File: config.mk
export PLATFORM = sky130hd
export DESIGN_NAME = cheri_tag_arbiter
export DESIGN_NICKNAME = d
export VERILOG_FILES = /design/src/rtl/cheri_tag_arbiter_pkg.sv /design/src/rtl/tag_order_fifo.sv /design/src/rtl/cheri_tag_arbiter.sv
export SDC_FILE = /design/constraint.sdc
export NUM_CORES = 1
export LEC_CHECK = 0
export CORE_AREA = 2 2 106 108
export CTS_CLUSTER_DIAMETER = 40
export DETAILED_ROUTE_END_ITERATION = 10
export DIE_AREA = 0 0 108 110
export DONT_BUFFER_PORTS = 1
export PLACE_DENSITY = 0.41
export SYNTH_ARGS = -nofsm -noshare
export SYNTH_HDL_FRONTEND = slang
export SYNTH_SLANG_ARGS = --single-unit
File: constraint.sdc
create_clock -name clk_i -period 3.4 [get_ports clk_i]
set_clock_uncertainty 0.2 [all_clocks]
set_input_delay 0.68 -clock clk_i [delete_from_list [all_inputs] [get_ports clk_i]]
set_output_delay 0.68 -clock clk_i [all_outputs]
set_load 0.01 [all_outputs]
File: src/rtl/cheri_tag_arbiter_pkg.sv
// -----------------------------------------------------------------------------
// cheri_tag_arbiter_pkg
//
// Shared CHERI tag-path definitions used by the tag arbiter and its order FIFO.
//   XLEN               : integer register width of the core (64).
//   CAP_GRANULE_BYTES  : bytes covered by one capability tag bit (2*XLEN/8).
//   PORT_IDX_W         : width of a requester index, sized for the largest
//                        supported requester count (8).
//   arb_state_e        : arbiter FSM states.
//   tag_order_t        : one response-order FIFO entry {port, we}.
//   granule_idx()      : byte address -> capability granule index.
// -----------------------------------------------------------------------------
package cheri_tag_arbiter_pkg;

  localparam int unsigned XLEN              = 64;
  localparam int unsigned CAP_GRANULE_BYTES = 2 * XLEN / 8;
  localparam int unsigned MAX_PORTS         = 8;
  localparam int unsigned PORT_IDX_W        = $clog2(MAX_PORTS);

  typedef enum logic {
    ARB_IDLE   = 1'b0,
    ARB_LOCKED = 1'b1
  } arb_state_e;

  // The port field is sized for the widest legal requester count so that a
  // single package serves every arbiter configuration.
  typedef struct packed {
    logic [PORT_IDX_W-1:0] port;
    logic                  we;
  } tag_order_t;

  function automatic logic [XLEN-1:0] granule_idx(input logic [XLEN-1:0] addr,
                                                  input int unsigned     shift);
    return addr >> shift;
  endfunction

endpackage

File: src/rtl/tag_order_fifo.sv
// -----------------------------------------------------------------------------
// tag_order_fifo
//
// Small synchronous FIFO remembering which requester (and whether it was a
// write) owns each outstanding tag-memory access, so in-order responses can be
// routed back. Supports push and pop in the same cycle, including when full.
//
// Ports:
//   clk_i    in   clock
//   rst_i    in   asynchronous active-high reset (empties the FIFO)
//   push_i   in   write data_i at the tail
//   pop_i    in   drop the head entry
//   data_i   in   entry to push
//   data_o   out  current head entry (valid when !empty_o)
//   empty_o  out  no entries stored
//   count_o  out  number of entries stored (0..Depth)
// -----------------------------------------------------------------------------
module tag_order_fifo
  import cheri_tag_arbiter_pkg::*;
#(
  parameter int Depth = 4
) (
  input  logic                     clk_i,
  input  logic                     rst_i,
  input  logic                     push_i,
  input  logic                     pop_i,
  input  tag_order_t               data_i,
  output tag_order_t               data_o,
  output logic                     empty_o,
  output logic [$clog2(Depth):0]   count_o
);

  localparam int PtrW = $clog2(Depth);

  logic [PtrW-1:0] wr_q;
  logic [PtrW-1:0] rd_q;
  logic [PtrW:0]   cnt_q;
  tag_order_t      mem_q [Depth];

  logic full;
  logic do_push;
  logic do_pop;

  assign full    = (cnt_q == (PtrW+1)'(Depth));
  assign empty_o = (cnt_q == '0);
  assign count_o = cnt_q;
  assign data_o  = mem_q[rd_q];

  // A push into a full FIFO is only legal when the head leaves in the same cycle.
  assign do_pop  = pop_i & ~empty_o;
  assign do_push = push_i & (~full | do_pop);

  // Pointers wrap naturally because Depth is a power of two.
  always_ff @(posedge clk_i or posedge rst_i) begin
    if (rst_i) begin
      wr_q  <= '0;
      rd_q  <= '0;
      cnt_q <= '0;
    end else begin
      if (do_push) wr_q <= wr_q + PtrW'(1);
      if (do_pop)  rd_q <= rd_q + PtrW'(1);
      case ({do_push, do_pop})
        2'b10:   cnt_q <= cnt_q + (PtrW+1)'(1);
        2'b01:   cnt_q <= cnt_q - (PtrW+1)'(1);
        default: cnt_q <= cnt_q;
      endcase
    end
  end

  // Storage needs no reset: an entry is only read after it has been written.
  always_ff @(posedge clk_i) begin
    if (do_push) mem_q[wr_q] <= data_i;
  end

endmodule

File: src/rtl/cheri_tag_arbiter.sv
// -----------------------------------------------------------------------------
// cheri_tag_arbiter
//
// Round-robin arbiter for capability-tag memory accesses (D-cache, I-cache,
// PTW) onto the single tag-memory port. A request that sees back-pressure is
// locked until the memory accepts it; responses return in order and are routed
// to their originating requester via a small order FIFO.
//
// Ports:
//   clk_i, rst_i   clock, asynchronous active-high reset
//   req_i          per-port request valid
//   gnt_o          per-port grant (request accepted this cycle)
//   we_i           per-port write enable
//   addr_i         per-port byte address
//   wtag_i         per-port write tag
//   rvalid_o       per-port response valid (read data or write ack)
//   rtag_o         shared read tag, qualified by rvalid_o (0 for write acks)
//   mem_req_o      tag-memory request
//   mem_gnt_i      tag-memory accept
//   mem_we_o       tag-memory write enable
//   mem_idx_o      granule index (addr >> log2(GranuleBytes))
//   mem_wtag_o     tag-memory write tag
//   mem_rvalid_i   tag-memory response, in request order
//   mem_rtag_i     tag-memory response tag
//   spurious_o     pulse when a response arrives with nothing outstanding
// -----------------------------------------------------------------------------
module cheri_tag_arbiter
  import cheri_tag_arbiter_pkg::*;
#(
  parameter int NrPorts        = 3,
  parameter int AddrWidth      = 64,
  parameter int TagWidth       = 1,
  parameter int GranuleBytes   = CAP_GRANULE_BYTES,
  parameter int MaxOutstanding = 4
) (
  input  logic                                   clk_i,
  input  logic                                   rst_i,
  input  logic [NrPorts-1:0]                     req_i,
  output logic [NrPorts-1:0]                     gnt_o,
  input  logic [NrPorts-1:0]                     we_i,
  input  logic [NrPorts-1:0][AddrWidth-1:0]      addr_i,
  input  logic [NrPorts-1:0][TagWidth-1:0]       wtag_i,
  output logic [NrPorts-1:0]                     rvalid_o,
  output logic [TagWidth-1:0]                    rtag_o,
  output logic                                   mem_req_o,
  input  logic                                   mem_gnt_i,
  output logic                                   mem_we_o,
  output logic [AddrWidth-$clog2(GranuleBytes)-1:0] mem_idx_o,
  output logic [TagWidth-1:0]                    mem_wtag_o,
  input  logic                                   mem_rvalid_i,
  input  logic [TagWidth-1:0]                    mem_rtag_i,
  output logic                                   spurious_o
);

  localparam int PortW     = $clog2(NrPorts);
  localparam int GranShift = $clog2(GranuleBytes);
  localparam int IdxW      = AddrWidth - GranShift;
  localparam int CntW      = $clog2(MaxOutstanding) + 1;

  arb_state_e       state_q, state_d;
  logic [PortW-1:0] lock_q,  lock_d;
  logic [PortW-1:0] rr_q,    rr_d;

  logic [PortW-1:0] sel;
  logic             sel_found;
  logic [PortW-1:0] cur_port;
  logic             any_req;
  logic             fifo_full;
  logic             issue;
  logic             accept;
  logic             pop;

  tag_order_t       push_entry;
  tag_order_t       head;
  logic             fifo_empty;
  logic [CntW-1:0]  fifo_count;

  // Round-robin search: first requesting port at or after rr_q, wrapping.
  always_comb begin
    sel       = '0;
    sel_found = 1'b0;
    for (int i = 0; i < NrPorts; i++) begin
      int cand;
      cand = (int'(rr_q) + i) % NrPorts;
      if (!sel_found && req_i[cand]) begin
        sel       = PortW'(cand);
        sel_found = 1'b1;
      end
    end
  end

  assign any_req  = |req_i;
  assign cur_port = (state_q == ARB_LOCKED) ? lock_q : sel;

  // A response popping this cycle frees a slot for a request in the same cycle.
  assign fifo_full = (fifo_count == CntW'(MaxOutstanding)) & ~mem_rvalid_i;

  // While locked the held request is re-presented regardless of other inputs;
  // every output is forced low during reset.
  assign issue  = ~rst_i & ((state_q == ARB_LOCKED) | (any_req & ~fifo_full));
  assign accept = issue & mem_gnt_i;
  assign pop    = ~rst_i & mem_rvalid_i & ~fifo_empty;

  assign mem_req_o  = issue;
  assign mem_we_o   = issue & we_i[cur_port];
  assign mem_wtag_o = issue ? wtag_i[cur_port] : '0;
  assign mem_idx_o  = issue ? IdxW'(granule_idx(XLEN'(addr_i[cur_port]), GranShift)) : '0;

  assign gnt_o      = accept ? (NrPorts'(1) << cur_port) : '0;
  assign rvalid_o   = pop ? (NrPorts'(1) << head.port) : '0;
  assign rtag_o     = (pop & ~head.we) ? mem_rtag_i : '0;
  assign spurious_o = ~rst_i & mem_rvalid_i & fifo_empty;

  assign push_entry.port = PORT_IDX_W'(cur_port);
  assign push_entry.we   = we_i[cur_port];

  tag_order_fifo #(
    .Depth   (MaxOutstanding)
  ) u_order_fifo (
    .clk_i   (clk_i),
    .rst_i   (rst_i),
    .push_i  (accept),
    .pop_i   (pop),
    .data_i  (push_entry),
    .data_o  (head),
    .empty_o (fifo_empty),
    .count_o (fifo_count)
  );

  always_ff @(posedge clk_i or posedge rst_i) begin
    if (rst_i) begin
      state_q <= ARB_IDLE;
      lock_q  <= '0;
      rr_q    <= '0;
    end else begin
      state_q <= state_d;
      lock_q  <= lock_d;
      rr_q    <= rr_d;
    end
  end

  // Lock onto the winner when the memory stalls it; release on acceptance.
  always_comb begin
    state_d = state_q;
    lock_d  = lock_q;
    rr_d    = rr_q;
    case (state_q)
      ARB_IDLE: begin
        if (issue && !mem_gnt_i) begin
          state_d = ARB_LOCKED;
          lock_d  = sel;
        end
      end
      ARB_LOCKED: begin
        if (mem_gnt_i) state_d = ARB_IDLE;
      end
      default: state_d = ARB_IDLE;
    endcase
    if (accept) begin
      rr_d = (cur_port == PortW'(NrPorts - 1)) ? '0 : cur_port + PortW'(1);
    end
  end

endmodule

==> flow_metrics.env, run 1 <==
export IMPL_synth_seq_cells=24
export IMPL_ant_nets=0
export IMPL_hold_buffers=0
export IMPL_grt_pass1_wl_mm=16.1
export IMPL_die_x_um=108
export IMPL_total_power_uw=4710
export IMPL_vias=2900
export IMPL_slowest_stage="dfrtp_1"
export IMPL_grt_overflow_total=0
export IMPL_path_cells="inv_2 -> ha_4 -> mux2i_1 -> or3b_4 -> a221o_1 -> a41oi_4 -> buf_8 -> buf_4 -> a22oi_1 -> nor2_1 -> buf_4"
export IMPL_start_util=0.271
export IMPL_numClockSinks=24
export IMPL_use_met1=0.244
export IMPL_grt_total_usage=0.175
export IMPL_rsz0062_at_grt="yes"
export IMPL_die_y_um=110
export IMPL_worst_slack_ns=-0.315
export IMPL_post_drt_wl_per_cell_um=21.7
export IMPL_nets=603
export IMPL_syn_to_final_growth_pct=46.5
export IMPL_syn_area_per_cell_sq_um=8.60
export IMPL_antenna_found_initial=3
export IMPL_io_pins=277
export IMPL_synth_warnings=0
export IMPL_syn_inst=337
export IMPL_grt_pass1_vias=2833
export IMPL_dp_hpwl_mm=8.66
export IMPL_htreeDepth=1
export IMPL_period_share=1.09
export IMPL_gr_usage_met2=0.288
export IMPL_ys_top_cells_by_area="mux2_2, a22oi_1, edfxtp_1, dfrtp_1, nor2_1"
export IMPL_crit_path_max_fanout=8
export IMPL_synth_area_leader_cell="mux2_2"
export IMPL_p_per_area_nw_per_um2=1110
export IMPL_layout_common_cells="mux2_2, nor2_1, buf_4"
export IMPL_finalWeightedCongestion=0.881
export IMPL_worstPathArrival_ns=2.83
export IMPL_drt_initial_drc_count=104
export IMPL_relSlewSlack=0.596
export IMPL_antenna_cells=0
export IMPL_outcome="complete, but fails checks"
export IMPL_cp_start_kind="flip-flop"
export IMPL_worstHoldPathType="input pin to async pin"
export IMPL_path_clk_slew_ns=0.09
export IMPL_die_area_sq_um=11900
export IMPL_hold_viol=0
export IMPL_coreArea_sq_um=10700
export IMPL_ys_types=42
export IMPL_final_common_cell="mux2_2"
export IMPL_grt_busiest_layer="met2"
export IMPL_grt_max_degree=63
export IMPL_synthArstFlopShare=0.500
export IMPL_ys_seq_area_frac=0.228
export IMPL_row_count=38
export IMPL_ir_worst_vdd_uv=447
export IMPL_required_ns=2.52
export IMPL_period_needed_ns=3.71
export IMPL_slew_viol_final=0
export IMPL_fmax_mhz=269
export IMPL_clk_path_buf_depth=2
export IMPL_tritoncts="done"
export IMPL_via_per_inst=5.51
export IMPL_place_ws_ns=-0.170
export IMPL_drt_wl_total_mm=11.4
export IMPL_syn_area_sq_um=2900
export IMPL_crit_type="flip-flop to primary output"
export IMPL_violations="setup timing"
export IMPL_hold_ws_ns=0.131
export IMPL_r2r_setup_slack_ns=0.53
export IMPL_fill_cells=1102
export IMPL_grtUsageMet3=0.0376
export IMPL_drtPass1Iterations=4
export IMPL_setup_viol=64
export IMPL_drv_cap=0
export IMPL_port_buffer_count=0
export IMPL_synth_flop_cell="edfxtp_1"
export IMPL_numCtsBuffers=3
export IMPL_final_util=0.397
export IMPL_synth_fp_nets=553
export IMPL_clk_latency_ns=0.26
export IMPL_worstMarginPinSlew_ns=0.597
export IMPL_cellLeakagePower_uw=0.00167
export IMPL_cp_end_kind="primary output"
export IMPL_cpMostUsedCell="buf_4"
export IMPL_cts_root_buf="clkbuf_8"
export IMPL_crit_family="compound AO/OA/AOI/OAI gates"
export IMPL_drive_gt1_frac=0.523
export IMPL_remaining_drc_errors=0
export IMPL_slowest_delay_ns=0.43
export IMPL_worst_path_buf_inv=4
export IMPL_synth_top_cell_area_share=0.237
export IMPL_synth_edf_count=12
[Yosys cell counts (5+ instances only)]
cell type  number
mux2_2         61
inv_1          13
nand2_1        13
nor3_1          5
dfrtp_1        12
mux2i_1         5
clkbuf_1       16
a22oi_1        61
ha_1            9
buf_2          12
and2_1          5
nor2_1         68
edfxtp_1       12
[sequential cells by signal, summed over array words and instances, names as in the netlist]
| signal | cells |
|---|---|
| rr_q | 2 |
| u_order_fifo.wr_q | 2 |
| lock_q | 2 |
| u_order_fifo.rd_q | 2 |
| state_q | 1 |
| u_order_fifo.mem_q | 12 |
| u_order_fifo.count_o | 3 |
[worst paths after layout]
path                           start                 endpoint  cells past startpoint
min reg2reg                lock_q[0]                lock_q[0]                      1
min in group clk_i         mem_gnt_i                  state_q                      1
max in group asynchronous      rst_i                  rr_q[1]                      2
max                          rr_q[0]             mem_idx_o[9]                     11
min                            rst_i  u_order_fifo.count_o[2]                      2
max reg2reg                  rr_q[0]                  rr_q[0]                     12
[power breakdown]
group	internal [uW]	switching, uW	leakage (uW)
clock network	157	92.5	0.0000357
logic	2100	1850	0.00139
registers	423	81.7	0.000252
[routing by layer]
layer	vias up	routed length [um]
met5	-	41
met4	6	66
met3	10	881
met2	153	5510
met1	1390	4940
li1	1341	-
[logic make-up after synthesis]
| group | Yosys count | synth area share |
|---|---|---|
| buffers and inverters | 42 | 0.0596 |
| adders and majority gates | 10 | 0.0458 |
| and+or+nand+nor | 104 | 0.156 |
| AOI/OAI and AO/OA | 82 | 0.215 |
| DFF | 24 | 0.228 |
| muxes | 69 | 0.278 |
| xor gates and xnor gates | 6 | 0.0181 |
[cell type report]
type / instances / area, sq um / share of cell area
well taps: 140 / 175 / 0.0412
clock inverters: 1 / 30.0 / 0.00707
flip-flops and latches: 24 / 662 / 0.156
repair buffers: 73 / 917 / 0.216
clock buffers: 3 / 41.3 / 0.00972
multi-input cells: 271 / 2360 / 0.556
inverters: 14 / 60.1 / 0.0141
[worst reg2reg max path, delay by kind of cell, from the launching register on]
kind	cells	cell delay, ns
simple gates	3	0.69
buf+inv	5	0.59
compound gates	2	0.53
flops	1	0.43
mux	1	0.20
fa+ha+maj	1	0.14
[through the flow]
stage	instances	cell area, sq um	setup TNS (ns)
after detailed placement	501	3480	-5.53
after global routing	526	4250	-23.90
after CTS	518	4030	-16.53
final	526	4250	-14.45
after floorplan	337	2900	0
after global placement	501	3480	-5.10
[timing repair]
action | CTS | global route
buffers inserted | 9 | 6
cloned | 5 | 3
setup endpoints to repair | 65 | 65
gates resized for setup | 65 | 28
pin swaps | 18 | 19
No activity file was read; power rests on OpenSTA's default activity.
==> run 2, diff against run 1 <==
--- a/config.mk
+++ b/config.mk
@@ -10,7 +10,9 @@
 export DETAILED_ROUTE_END_ITERATION = 10
 export DIE_AREA = 0 0 108 110
 export DONT_BUFFER_PORTS = 1
+export GPL_TIMING_DRIVEN = 0
 export PLACE_DENSITY = 0.41
+export SETUP_SLACK_MARGIN = 0.05
 export SYNTH_ARGS = -nofsm -noshare
 export SYNTH_HDL_FRONTEND = slang
 export SYNTH_SLANG_ARGS = --single-unit
==> flow_metrics.env, run 2 (same netlist as run 1, synthesis figures left out) <==
export IMPL_seqCellArea_sq_um=662
export IMPL_p_per_area_nw_per_um2=1130
export IMPL_drt_initial_drc_count=126
export IMPL_fmax_mhz=272
export IMPL_crit_type="flip-flop to primary output"
export IMPL_slowest_delay_ns=0.42
export IMPL_cellLeakagePower_uw=0.00153
export IMPL_start_util=0.271
export IMPL_finalWeightedCongestion=0.893
export IMPL_drive_gt1_frac=0.669
export IMPL_hold_ws_ns=0.172
export IMPL_path_clk_slew_ns=0.09
export IMPL_worstHoldPathType="input pin to async pin"
export IMPL_worst_path_buf_inv=4
export IMPL_grt_pass1_vias=2835
export IMPL_numCtsBuffers=3
export IMPL_io_pins=277
export IMPL_largest_reg_flops=12
export IMPL_worstMarginPinSlew_ns=0.764
export IMPL_period_needed_ns=3.67
export IMPL_dp_hpwl_mm=9.37
export IMPL_fill_cells=1056
export IMPL_die_area_sq_um=11900
export IMPL_cts_root_buf="clkbuf_8"
export IMPL_rsz0062_at_grt="yes"
export IMPL_grt_max_degree=16
export IMPL_port_buffer_count=0
export IMPL_antenna_cells=0
export IMPL_finalInstanceArea_sq_um=4320
export IMPL_hold_viol=0
export IMPL_cp_start_kind="flip-flop"
export IMPL_clk_path_buf_depth=2
export IMPL_drtPass1Iterations=4
export IMPL_drv_cap=0
export IMPL_die_x_um=108
export IMPL_dp_cells=477
export IMPL_tritoncts="done"
export IMPL_via_per_inst=5.63
export IMPL_drt_wl_total_mm=12.1
export IMPL_ant_nets=0
export IMPL_worstReg2RegStart="state_q"
export IMPL_layout_common_cells="mux2_2, a22oi_2, nor2_2"
export IMPL_ir_worst_vdd_uv=447
export IMPL_outcome="complete, but fails checks"
export IMPL_top_register="u_order_fifo.mem_q"
export IMPL_syn_to_final_growth_pct=49.2
export IMPL_vias=2850
export IMPL_path_cells="inv_2 -> ha_4 -> mux2i_4 -> or3b_4 -> a211o_1 -> a41oi_4 -> buf_6 -> buf_12 -> buf_16 -> a22oi_2 -> nor2_2"
export IMPL_violations="setup timing"
export IMPL_final_util=0.404
export IMPL_final_common_cell="mux2_2"
export IMPL_htreeDepth=1
export IMPL_setup_viol=64
export IMPL_grt_overflow_total=0
export IMPL_r2r_setup_slack_ns=0.54
export IMPL_place_ws_ns=-0.821
export IMPL_slew_viol_final=0
export IMPL_r2r_end="u_order_fifo.count_o[2]"
export IMPL_relSlewSlack=0.490
export IMPL_row_count=38
export IMPL_clk_latency_ns=0.27
export IMPL_slowest_stage="or3b_4"
export IMPL_final_cells=506
export IMPL_post_drt_wl_per_cell_um=24.0
export IMPL_nets=583
export IMPL_cp_end_kind="primary output"
export IMPL_r2r_cells=10
export IMPL_placed_area_sq_um=3070
export IMPL_hold_buffers=0
export IMPL_crit_path_max_fanout=5
export IMPL_multi_input_area_sq_um=2690
export IMPL_grt_total_usage=0.186
export IMPL_worst_slack_ns=-0.271
export IMPL_coreArea_sq_um=10700
export IMPL_worstPathArrival_ns=2.79
export IMPL_crit_family="compound AO/OA/AOI/OAI gates"
export IMPL_die_y_um=110
export IMPL_period_share=1.08
export IMPL_numClockSinks=24
export IMPL_remaining_drc_errors=0
export IMPL_required_ns=2.52
export IMPL_antenna_found_initial=2
export IMPL_grt_pass1_wl_mm=16.7
## run 2: cell count changes in the layout (fill, tap and decap cells not counted), sizes merged
cell and change:
bufbuf -1, buf -33, clkbuf +14
## run 2: timing repair
| item | in CTS | in global routing |
|---|---|---|
| buffers inserted | 17 | 1 |
| pin swaps | 32 | 44 |
| gates resized for setup | 181 | 47 |
| endpoints found under the setup margin | 70 | 65 |
| cloned | 3 | 4 |
## run 2: metal layers
layer | vias up | track usage | share of wire
met1 | 1374 | 0.243 | 0.41
met3 | 17 | 0.0347 | 0.068
li1 | 1308 | - | -
met5 | - | 0 | 0.0022
met2 | 147 | 0.323 | 0.51
met4 | 4 | 0.0348 | 0.012
## run 2: final cells by class
type                    instances  share of cell area
clock inverters                 1             0.00695
inverters                      14              0.0139
repair buffers                 25              0.0753
clock buffers                   3             0.00955
multi-input cells             271               0.622
well taps                     140              0.0405
plain buffers                  28              0.0787
flip-flops and latches         24               0.153
## run 2: worst reg2reg max path, stage by stage (launching register included)
cell       delay, ns
dfrtp_1         0.33
clkbuf_1        0.41
inv_1           0.17
a2111oi_2       0.70
inv_1           0.11
ha_1            0.24
inv_1           0.07
fa_1            0.17
xor2_1          0.14
nor2_1          0.06
xor2_1          0.14
## run 2: worst max-delay path by stage
stage	startpoint	to	slack [ns]	cells past startpoint
2_1_floorplan	rr_q[0]	mem_idx_o[0]	0.07	9
3_3_place_gp	rr_q[0]	mem_idx_o[4]	-0.75	9
3_5_place_dp	rr_q[0]	mem_idx_o[44]	-0.82	10
4_1_cts	rr_q[0]	mem_idx_o[6]	-0.28	10
5_1_grt	rr_q[0]	mem_idx_o[39]	-0.39	11
6_report	rr_q[0]	mem_idx_o[45]	-0.27	11
## run 2: through the flow
stage	setup TNS, ns	power [uW]
4_1_cts	-13.39	4480
3_5_place_dp	-44.09	2870
6_report	-13.29	4870
5_1_grt	-20.64	5170
3_3_place_gp	-38.70	2840
2_1_floorplan	0	2320
## run 2: where the power goes
part	switching (uW)	total [uW]	leakage, uW	internal, uW
combinational	2080	4120	0.00124	2050
clock	94.5	252	0.0000357	157
sequential	67.3	491	0.000252	423
total	2240	4870	0.00153	2630
==> run 3, diff against run 2 <==
--- a/config.mk
+++ b/config.mk
@@ -16,3 +16,4 @@
 export SYNTH_ARGS = -nofsm -noshare
 export SYNTH_HDL_FRONTEND = slang
 export SYNTH_SLANG_ARGS = --single-unit
+export TNS_END_PERCENT = 1
==> flow_metrics.env, run 3 (same netlist as run 1, synthesis figures left out) <==
export IMPL_htreeDepth=1
export IMPL_final_common_cell="mux2_2"
export IMPL_grt_pass1_wl_mm=16.2
export IMPL_worstReg2RegStart="state_q"
export IMPL_rsz0062_at_grt="yes"
export IMPL_clk_latency_ns=0.27
export IMPL_port_buffer_count=0
export IMPL_start_util=0.271
export IMPL_cp_end_kind="primary output"
export IMPL_cts_root_buf="clkbuf_8"
export IMPL_worstHoldPathType="input pin to async pin"
export IMPL_worstMarginPinSlew_ns=0.859
export IMPL_cellLeakagePower_uw=0.00133
export IMPL_remaining_drc_errors=0
export IMPL_dp_cells=477
export IMPL_seqCellArea_sq_um=661
export IMPL_drv_cap=0
export IMPL_p_per_area_nw_per_um2=1040
export IMPL_top_register="u_order_fifo.mem_q"
export IMPL_outcome="complete, but fails checks"
export IMPL_worst_slack_ns=-0.287
export IMPL_period_share=1.08
export IMPL_cp_start_kind="flip-flop"
export IMPL_hold_ws_ns=0.167
export IMPL_hold_viol=0
export IMPL_tritoncts="done"
export IMPL_drive_gt1_frac=0.549
export IMPL_drt_wl_total_mm=11.6
export IMPL_setup_viol=65
export IMPL_largest_reg_flops=12
export IMPL_path_clk_slew_ns=0.09
export IMPL_ant_nets=0
export IMPL_die_y_um=110
export IMPL_drt_initial_drc_count=151
export IMPL_worstPathArrival_ns=2.81
export IMPL_violations="setup timing"
export IMPL_final_cells=488
export IMPL_via_per_inst=5.72
export IMPL_antenna_cells=0
export IMPL_numCtsBuffers=3
export IMPL_r2r_cells=10
export IMPL_syn_to_final_growth_pct=28.0
export IMPL_fmax_mhz=271
export IMPL_fill_cells=1111
export IMPL_cp_startpoint="rr_q[0]"
export IMPL_ir_worst_vdd_uv=377
export IMPL_crit_path_max_fanout=5
export IMPL_relSlewSlack=0.427
export IMPL_antenna_found_initial=1
export IMPL_grt_total_usage=0.179
export IMPL_finalWeightedCongestion=0.893
export IMPL_final_util=0.347
export IMPL_total_power_uw=3860
export IMPL_grt_pass1_vias=2740
export IMPL_clk_path_buf_depth=2
export IMPL_layout_common_cells="mux2_2, nor2_2, a22oi_1"
export IMPL_grt_max_degree=16
export IMPL_crit_type="flip-flop to primary output"
export IMPL_required_ns=2.52
export IMPL_post_drt_wl_per_cell_um=23.7
export IMPL_nets=565
export IMPL_multi_input_area_sq_um=2450
export IMPL_period_needed_ns=3.69
export IMPL_die_x_um=108
export IMPL_dp_hpwl_mm=9.37
export IMPL_io_pins=277
export IMPL_fin_setup_tns_ns=-15.50
export IMPL_drtPass1Iterations=4
export IMPL_hold_buffers=0
export IMPL_numClockSinks=24
export IMPL_slew_viol_final=0
export IMPL_grt_overflow_total=0
export IMPL_die_area_sq_um=11900
export IMPL_vias=2793
export IMPL_coreArea_sq_um=10700
export IMPL_row_count=38
==> run 3: changes by cell type in the layout (fill, tap and decap cells not counted), sizes merged <==
cell | before | now
buf | 36 | 21
clkbuf | 20 | 17
==> run 3: critical path, cell delays in order, from the launching register on <==
cell	delay (ns)
dfrtp_1	0.41
inv_2	0.09
ha_4	0.16
mux2i_4	0.23
or3b_4	0.41
a211o_1	0.31
a41oi_4	0.25
buf_6	0.15
buf_6	0.12
o2bb2ai_2	0.18
and2_4	0.22
==> run 3: cell type report <==
type / instances / share of cell area
multi-input combinational: 271 / 0.661
sequential: 24 / 0.178
buffer: 28 / 0.0631
tap: 140 / 0.0472
clock inverter: 1 / 0.00809
clock buffer: 3 / 0.0111
timing repair buffer: 7 / 0.0172
inverter: 14 / 0.0142
==> run 3: routing by layer <==
| metal | wire (um) | GRT usage | part of all wire |
|---|---|---|---|
| met4 | 89 | 0.0256 | 0.0077 |
| met5 | 13 | 0 | 0.0011 |
| met3 | 813 | 0.0323 | 0.070 |
| met1 | 4840 | 0.240 | 0.42 |
| met2 | 5800 | 0.307 | 0.50 |
==> run 3: timing repair <==
item,4_1_cts,5_1_grt
gates cloned,0,0
resized for setup,116,30
pin swaps,13,9
endpoints found under the setup margin,70,65
setup buffers,7,0
==> run 3: through the flow <==
stage	worst slack [ns]	area, sq um
CTS	-0.306	3610
floorplan	0.0740	2900
global placement	-0.754	3070
finish	-0.287	3710
global route	-0.427	3710
detailed placement	-0.821	3070
==> run 3: power breakdown <==
group	switching [uW]	internal, uW	leakage [uW]	total [uW]
sequential	61.9	422	0.000254	484
clock	95.0	157	0.0000357	252
combinational	1770	1360	0.00104	3130
total	1930	1940	0.00133	3860
==> run 3: worst paths after layout <==
check                           slack [ns]                       to
worst max-delay path                 -0.29                 mem_we_o
worst min-delay path                  0.17                  state_q
worst max register to register        0.54  u_order_fifo.count_o[2]
worst min register to register        0.30                lock_q[0]
max in group asynchronous             2.43     u_order_fifo.wr_q[1]
min in group clk_i                    0.27                  state_q
